[config.mk]
export PLATFORM = sky130hd
export DESIGN_NAME = ysyx_22040895_muldiv_seq
export DESIGN_NICKNAME = d
export VERILOG_FILES = /design/src/rtl/ysyx_22040895_muldiv_seq.sv
export SDC_FILE = /design/constraint.sdc
export NUM_CORES = 1
export LEC_CHECK = 0
export ABC_CLOCK_PERIOD_IN_PS = 3200
export CORE_ASPECT_RATIO = 0.9
export CORE_MARGIN = 2
export CORE_UTILIZATION = 30
export DETAILED_ROUTE_END_ITERATION = 7
export GPL_ROUTABILITY_DRIVEN = 0
export MAX_ROUTING_LAYER = met4
export SYNTH_ARGS = -nofsm -noshare
export SYNTH_HDL_FRONTEND = slang
export SYNTH_SLANG_ARGS = --single-unit
[constraint.sdc]
create_clock -name clk -period 3.2 [get_ports clk]
set_input_delay 0.64 -clock clk [delete_from_list [all_inputs] [get_ports clk]]
set_output_delay 0.64 -clock clk [all_outputs]
set_load 0.01 [all_outputs]
[src/rtl/ysyx_22040895_muldiv_seq.sv]
// Iterative RV64M MUL/DIV/DIVU/REM/REMU sequencer that borrows the shared 64-bit ALU.
// Latency: 64 granted LOOP cycles plus one each for NEGA/NEGB/FIX; divide-by-zero and reserved ops take 1 cycle. State holds while the ALU is not granted, and valid_o holds until ready_i.
module ysyx_22040895_muldiv_seq (
    input  logic        clk,
    input  logic        rst_n,
    input  logic        valid_i,
    output logic        ready_o,
    input  logic [2:0]  op_i,
    input  logic [63:0] src1_i,
    input  logic [63:0] src2_i,
    output logic        valid_o,
    input  logic        ready_i,
    output logic [63:0] result_o,
    input  logic        flush_i,
    output logic        alu_req_o,
    input  logic        alu_gnt_i,
    output logic [3:0]  aluop_o,
    output logic [63:0] op1_o,
    output logic [63:0] op2_o,
    input  logic [63:0] alu_result_i,
    input  logic        alu_ltu_i
);
    typedef enum logic [2:0] {S_IDLE, S_NEGA, S_NEGB, S_LOOP, S_FIX, S_DONE} state_t;

    localparam logic [3:0] ALU_ADD = 4'b0000;
    localparam logic [3:0] ALU_SUB = 4'b0001;

    state_t      state_q, state_d;
    logic [5:0]  cnt_q, cnt_d;
    logic [2:0]  op_q, op_d;
    logic        sa_q, sa_d, sb_q, sb_d;
    // acc: MUL accumulator / remainder; x: multiplicand / quotient; y: multiplier / divisor
    logic [63:0] acc_q, acc_d, x_q, x_d, y_q, y_d, res_q, res_d;

    logic        in_signed, in_sa, in_sb, in_reserved;
    logic        is_mul, take, fix_needed;
    logic [63:0] shifted, div_rem_nxt, div_quo_nxt;

    assign in_signed   = op_i[2] & ~op_i[0];
    assign in_sa       = in_signed & src1_i[63];
    assign in_sb       = in_signed & src2_i[63];
    assign in_reserved = ~op_i[2] & (op_i[1:0] != 2'b00);

    assign is_mul      = (op_q == 3'b000);
    assign shifted     = {acc_q[62:0], x_q[63]};
    // A set rem[63] means the true 65-bit shifted value beats any divisor.
    assign take        = acc_q[63] | ~alu_ltu_i;
    assign div_rem_nxt = take ? alu_result_i : shifted;
    assign div_quo_nxt = {x_q[62:0], take};
    assign fix_needed  = op_q[1] ? sa_q : (sa_q ^ sb_q);

    assign ready_o  = (state_q == S_IDLE);
    assign valid_o  = (state_q == S_DONE);
    assign result_o = res_q;

    always_comb begin
        state_d   = state_q;
        cnt_d     = cnt_q;
        op_d      = op_q;
        sa_d      = sa_q;
        sb_d      = sb_q;
        acc_d     = acc_q;
        x_d       = x_q;
        y_d       = y_q;
        res_d     = res_q;
        alu_req_o = 1'b0;
        aluop_o   = ALU_ADD;
        op1_o     = 64'd0;
        op2_o     = 64'd0;
        case (state_q)
            S_IDLE: begin
                if (valid_i) begin
                    cnt_d = 6'd0;
                    op_d  = op_i;
                    sa_d  = in_sa;
                    sb_d  = in_sb;
                    acc_d = 64'd0;
                    x_d   = src1_i;
                    y_d   = src2_i;
                    if (in_reserved) begin
                        res_d   = 64'd0;
                        state_d = S_DONE;
                    end else if (op_i[2] && src2_i == 64'd0) begin
                        res_d   = op_i[1] ? src1_i : {64{1'b1}};
                        state_d = S_DONE;
                    end else if (in_sa) begin
                        state_d = S_NEGA;
                    end else if (in_sb) begin
                        state_d = S_NEGB;
                    end else begin
                        state_d = S_LOOP;
                    end
                end
            end
            S_NEGA: begin
                alu_req_o = 1'b1;
                aluop_o   = ALU_SUB;
                op2_o     = x_q;
                if (alu_gnt_i) begin
                    x_d     = alu_result_i;
                    state_d = sb_q ? S_NEGB : S_LOOP;
                end
            end
            S_NEGB: begin
                alu_req_o = 1'b1;
                aluop_o   = ALU_SUB;
                op2_o     = y_q;
                if (alu_gnt_i) begin
                    y_d     = alu_result_i;
                    state_d = S_LOOP;
                end
            end
            S_LOOP: begin
                alu_req_o = 1'b1;
                if (is_mul) begin
                    aluop_o = ALU_ADD;
                    op1_o   = acc_q;
                    op2_o   = y_q[0] ? x_q : 64'd0;
                end else begin
                    aluop_o = ALU_SUB;
                    op1_o   = shifted;
                    op2_o   = y_q;
                end
                if (alu_gnt_i) begin
                    cnt_d = cnt_q + 6'd1;
                    if (is_mul) begin
                        acc_d = alu_result_i;
                        x_d   = {x_q[62:0], 1'b0};
                        y_d   = {1'b0, y_q[63:1]};
                    end else begin
                        acc_d = div_rem_nxt;
                        x_d   = div_quo_nxt;
                    end
                    if (cnt_q == 6'd63) begin
                        if (is_mul) begin
                            res_d   = alu_result_i;
                            state_d = S_DONE;
                        end else if (fix_needed) begin
                            state_d = S_FIX;
                        end else begin
                            res_d   = op_q[1] ? div_rem_nxt : div_quo_nxt;
                            state_d = S_DONE;
                        end
                    end
                end
            end
            S_FIX: begin
                alu_req_o = 1'b1;
                aluop_o   = ALU_SUB;
                op2_o     = op_q[1] ? acc_q : x_q;
                if (alu_gnt_i) begin
                    res_d   = alu_result_i;
                    state_d = S_DONE;
                end
            end
            S_DONE: begin
                if (ready_i) state_d = S_IDLE;
            end
            default: state_d = S_IDLE;
        endcase
        if (flush_i) state_d = S_IDLE;
    end

    always_ff @(posedge clk or negedge rst_n) begin
        if (!rst_n) begin
            state_q <= S_IDLE;
            cnt_q   <= 6'd0;
            op_q    <= 3'd0;
            sa_q    <= 1'b0;
            sb_q    <= 1'b0;
            acc_q   <= 64'd0;
            x_q     <= 64'd0;
            y_q     <= 64'd0;
            res_q   <= 64'd0;
        end else begin
            state_q <= state_d;
            cnt_q   <= cnt_d;
            op_q    <= op_d;
            sa_q    <= sa_d;
            sb_q    <= sb_d;
            acc_q   <= acc_d;
            x_q     <= x_d;
            y_q     <= y_d;
            res_q   <= res_d;
        end
    end
endmodule

==> Word level (Yosys, flattened, before mapping) <==
Cells that the tools add are included.
{ "word_totals": {"out_inout_bits": 199, "input_bits": 202, "latchBits": 0, "reg_bits": 270, "mem_bits_ro": 0, "word_cells": 111, "memories": 0, "ram_bits": 0} }
{ "classes": {"n_lt_le_gt_ge": 0, "bitwise": 9, "shift": 0, "reduce_logical": 17, "addsub": 1, "n_div": 0, "mux": 53, "n_mul": 0, "eq_ne": 22} }
{ "op_table": {"columns": ["operator", "n"], "rows": [
  ["2-to-1 mux 64 bit", 24],
  ["one-hot mux 64 bit (3 select lines)", 3],
  ["one-hot mux 64 bit (4 select lines)", 1],
  ["one-hot mux 64 bit (2 select lines)", 1],
  ["zero test 64 bit", 1],
  ["2-to-1 mux 3 bit", 10],
  ["inequality test 3 bit, second input constant", 6],
  ["one-hot mux 3 bit (6 select lines)", 1],
  ["inequality test 2 bit, second input constant", 7],
  ["AND reduction 7 bit", 2],
  ["2-to-1 mux 6 bit", 2],
  ["one-hot mux 6 bit (2 select lines)", 1],
  ["nonzero test 3 bit", 3],
  ["2-to-1 mux 1 bit", 8],
  ["adder 6 x 1 -> 6 bit, second input constant", 1],
  ["equality test 3 x 2 -> 1 bit, second input constant", 2],
  ["equality test 3 bit, second input constant", 2],
  ["equality test 6 bit, second input constant", 1],
  ["zero test 3 bit", 2],
  ["inequality test 3 x 1 -> 1 bit, second input constant", 2],
  ["AND reduction 5 bit", 1],
  ["AND 1 bit", 4],
  ["AND reduction 4 bit", 1],
  ["nonzero test 2 bit", 2],
  ["other kinds (12)", 14]
]} }

==> Longest topological paths before layout <==
{ "depth": {"ltp_word": 10, "depth_mapped": 10, "depth_no_buf": 7} }

==> Worst setup path after synthesis <==
OpenSTA, ideal clock, no wires.
{ "synth_timing": {"path_type": "in2reg", "start": "input src2_i[2]", "end": "register res_q[54] (netlist: result_o[54])", "t_required_ns": 3.075, "setup_ns": 0.125, "n_path_buf": 1, "arrival_ns": 2.537, "path_stages": 7, "slack_ns": 0.538, "cell_sequence": "nor4b_1 -> nand4_1 -> nor4_1 -> nand3_1 -> a211oi_4 -> buf_6 -> mux2_2"} }
{ "synth_between": {"elab_chain_cells": 4} }
{ "synth_rtl": {"columns": ["item", "line_no", "source"], "rows": [
  ["start: declaration", "10", "input logic [63:0] src2_i,"],
  ["zero test 64 bit", "83", "end else if (op_i[2] && src2_i == 64'd0) begin"],
  ["logical AND 1 bit", "83", null],
  ["inequality test 3 x 1 -> 1 bit (no source line)", null, null],
  ["AND reduction 7 bit (no source line)", null, null],
  ["end signal: assignment", "184", "res_q <= res_d;"],
  ["end: declaration", "33", "logic [63:0] acc_q, acc_d, x_q, x_d, y_q, y_d, res_q, res_d;"]
]} }
No other way between the ends.
A chain may end at the register's enable or synchronous reset.

==> Final worst setup path <==
{ "layout_timing": {"start": "register op_q[0]", "end": "output op2_o[9]"} }
{ "layout_between": {"elab_chain_cells": 3} }
{ "layout_rtl": {"columns": ["item", "line_no", "source"], "rows": [
  ["start: declaration", "30", "logic [2:0] op_q, op_d;"],
  ["start signal: assignment", "178", "op_q <= op_d;"],
  ["zero test 3 bit", "44", "assign is_mul = (op_q == 3'b000);"],
  ["2-to-1 mux 64 bit", "115", "if (is_mul) begin"],
  ["one-hot mux 64 bit (4 select lines)", "70", "case (state_q)"],
  ["end: declaration", "19", "output logic [63:0] op2_o,"]
]} }
No other way between the ends.

==> results.md <==
* Min Tclk post-route at 3.23 ns
* Static leakage at 10.2 nW
* Pre-CTS setup slack at -0.513 ns
* Finished Cell Area at 0.0243 mm^2
* FF+latch count, synth at 270
* Failing checks: negative setup slack
* Slew HR at 34.1%
* CP most frequent cell: buf_12
* CP Buf/Inv Count at 5
* Register area share after synthesis at 38.5%
* Effective utilization at floorplan at 30.2%
* Drt drc at 0
* Post-DRT Antenna Nets at 0
* Per-cell routed wire length at 24.1 um
* GRT overflow at 0
* Vias at 19,111
* Worst-margin pin slew at 0.988 ns
* All-layer global routing usage at 26.5%
* DIE AREA at 0.0604 mm^2
* Delay-heaviest family, CP: buffers and inverters
* Worst min path class: in -> async
* Dominant cell type by area after synthesis: dfrtp_1
* Total Routed Length at 80.4 mm
* Skew final at 0.0132 ns
* F_max at 310 MHz
* CTS tree: yes
* Die width at 259 um
* Final WS setup at -0.0297 ns
* I/O pin cnt at 401
* H-tree depth at 2
* Ys flop type: dfrtp_1
* Number of global-route vias before repair at 18,292
* Hold Violations, Final at 0
* Area delta synth->final at 38.7%
* Fin crit share at 101%
* CTS Root Cell: clkbuf_16
* Post-synth EDFFs at 0
* Synth top area share at 38.5%
* Critical path type: reg -> out
* Slowest CP cell: a222oi_1
* Router iterations before antenna repair at 8
* Post-synth top cells: nand2_1 (343), dfrtp_1 (270), o21ai_0 (266)
* Final setup violation count at 2
* CP arrival at 2.59 ns
* IO Port Bufs at 397
* CP Capture Type: output port
* Total power divided by cell area at 961 mW/mm^2
* Detail-routed via count per cell at 5.74
* Clock-pin slew on the worst setup and hold paths at 0.05 ns
* Synth Warn # at 0
* Area post-placement at 0.0229 mm^2
* Fin nets at 2,728
* Core area at 0.0581 mm^2
* DPL Wire Length at 54.7 mm
* Rows at 84
* Async SR Flop Fraction at 100%
* Synthesized cell area at 0.0175 mm^2
* Critical Path RT at 2.56 ns
* First-pass GRT wire length at 119 mm
* Syn Area/Cell at 8.17 um^2
* Global-route met1 utilization at 35.5%
* Final core utilization at 41.9%
* Max-Cap Viols at 0
* Peak supply drop at 0.706 mV
* CP max stage delay at 0.59 ns
* DR iter-0 viols at 2,405
* Most frequent cell after synthesis: nand2_1
* Overall power at 0.0234 W
* Met3 Use GR at 4.65%
* Busiest layer in global routing: met2
* Initial antenna violation count at 4
* Clock tree buffer depth at 3
* Share of cells above drive strength 1 at 13.9%
* Post-synth cell types at 48
* Fin. max-slew vios at 0
* Critical-path cell list: nor3_4, buf_12, buf_6, a21oi_4, buf_12, a222oi_1, inv_1, clkbuf_2
* FILL cells at 5,721
* Synth top area cells: dfrtp_1 (39%), mux2i_1 (11%), o21ai_0 (7.6%)
* RSZ-0062 raised after global routing: yes
* CTS buffer count at 35
* Largest net degree at the start of global routing at 76
* R2r setup slk at 0.35 ns
* Die Y at 233 um
* Clk sinks at 270
* Grt met2 use at 39.4%
* Crit start category: flop
* Skew-Pair Late Insertion Delay at 0.54 ns
* Run status: finished, violations left
* Mapped Cells at 2,148
* Max FO, Critical Path at 24
routing by layer:
layer	up-vias	part of all wire, %
li1	8436	-
met1	9331	43
met2	1158	44
met3	186	8.8
met4	0	4.2
met5	-	0
where the power goes:
part | internal, W | switching [W] | total, W
registers | 0.00485 | 0.00146 | 0.00631
logic | 0.00553 | 0.00767 | 0.0132
clock network | 0.00227 | 0.00161 | 0.00388
cell families (layout without fill, tap and decap cells):
family	count (synthesis)	in the layout	synth area share, %
AOI/OAI and AO/OA	675	675	23.7
xor gates and xnor gates	3	3	0.150
adders and majority gates	1	1	0.0713
buffers and inverters	265	665	6.11
DFF	270	270	38.5
muxes	260	260	15.3
other	1	9	0.0214
and+or+nand+nor	673	673	16.1
stage by stage:
step / hold WS, ns / setup TNS, ns / instances
detailed placement: 0.478 / -31.65 / 3239
global route: 0.101 / -0.419 / 3328
floorplan: 0.344 / 0 / 2150
finish: 0.0843 / -0.0332 / 3330
CTS: 0.0855 / -0.845 / 3318
global placement: 0.473 / -29.07 / 3239
worst paths after layout:
| path | startpoint | end | depth (start not counted) |
|---|---|---|---|
| setup / recovery | op_q[0] | op2_o[9] | 8 |
| hold / removal | rst_n | x_q[54] | 1 |
| setup reg to reg | state_q[0] | result_o[36] | 8 |
| hold reg to reg | result_o[14] | result_o[14] | 1 |
| max in group asynchronous | rst_n | x_q[41] | 2 |
| min in group clk | result_o[14] | result_o[14] | 1 |
cell usage in the layout (no fill, tap or decap), types with 66 or more instances in the layout:
master           synthesis  routed
nand2_1                343     341
inv_1                   68      67
mux2i_1                196     196
buf_4                    3      92
nand2b_1                69      66
nor2_1                 208     205
dfrtp_1                270     266
a21oi_1                198     180
o21ai_0                266     266
clkdlybuf4s50_1          0     304
state kept, by name, summed over array words and instances (netlist names):
register and cells:
result_o 64, sa_q 1, sb_q 1, state_q 3, y_q 64, x_q 64, cnt_q 6, acc_q 64
op_q 3
timing repair:
action / 4_1_cts / 5_1_grt
endpoints found under the setup margin: 128 / 148
pin swaps: 29 / 22
gates resized for setup: 228 / 77
hold buffers: 0 / 0
buffers inserted: 14 / 10
cloned: 3 / 1
layout make-up:
| class | count | area, um^2 | share of cell area, % |
|---|---|---|---|
| multi-input combinational | 1615 | 9930 | 40.8 |
| sequential | 270 | 6770 | 27.8 |
| timing repair buffer | 535 | 5300 | 21.8 |
| clock buffer | 50 | 1000 | 4.13 |
| tap | 774 | 968 | 3.98 |
| inverter | 68 | 255 | 1.05 |
| clock inverter | 12 | 91.3 | 0.375 |
| antenna | 6 | 15.0 | 0.0617 |
No activity file was read; power rests on OpenSTA's default activity.
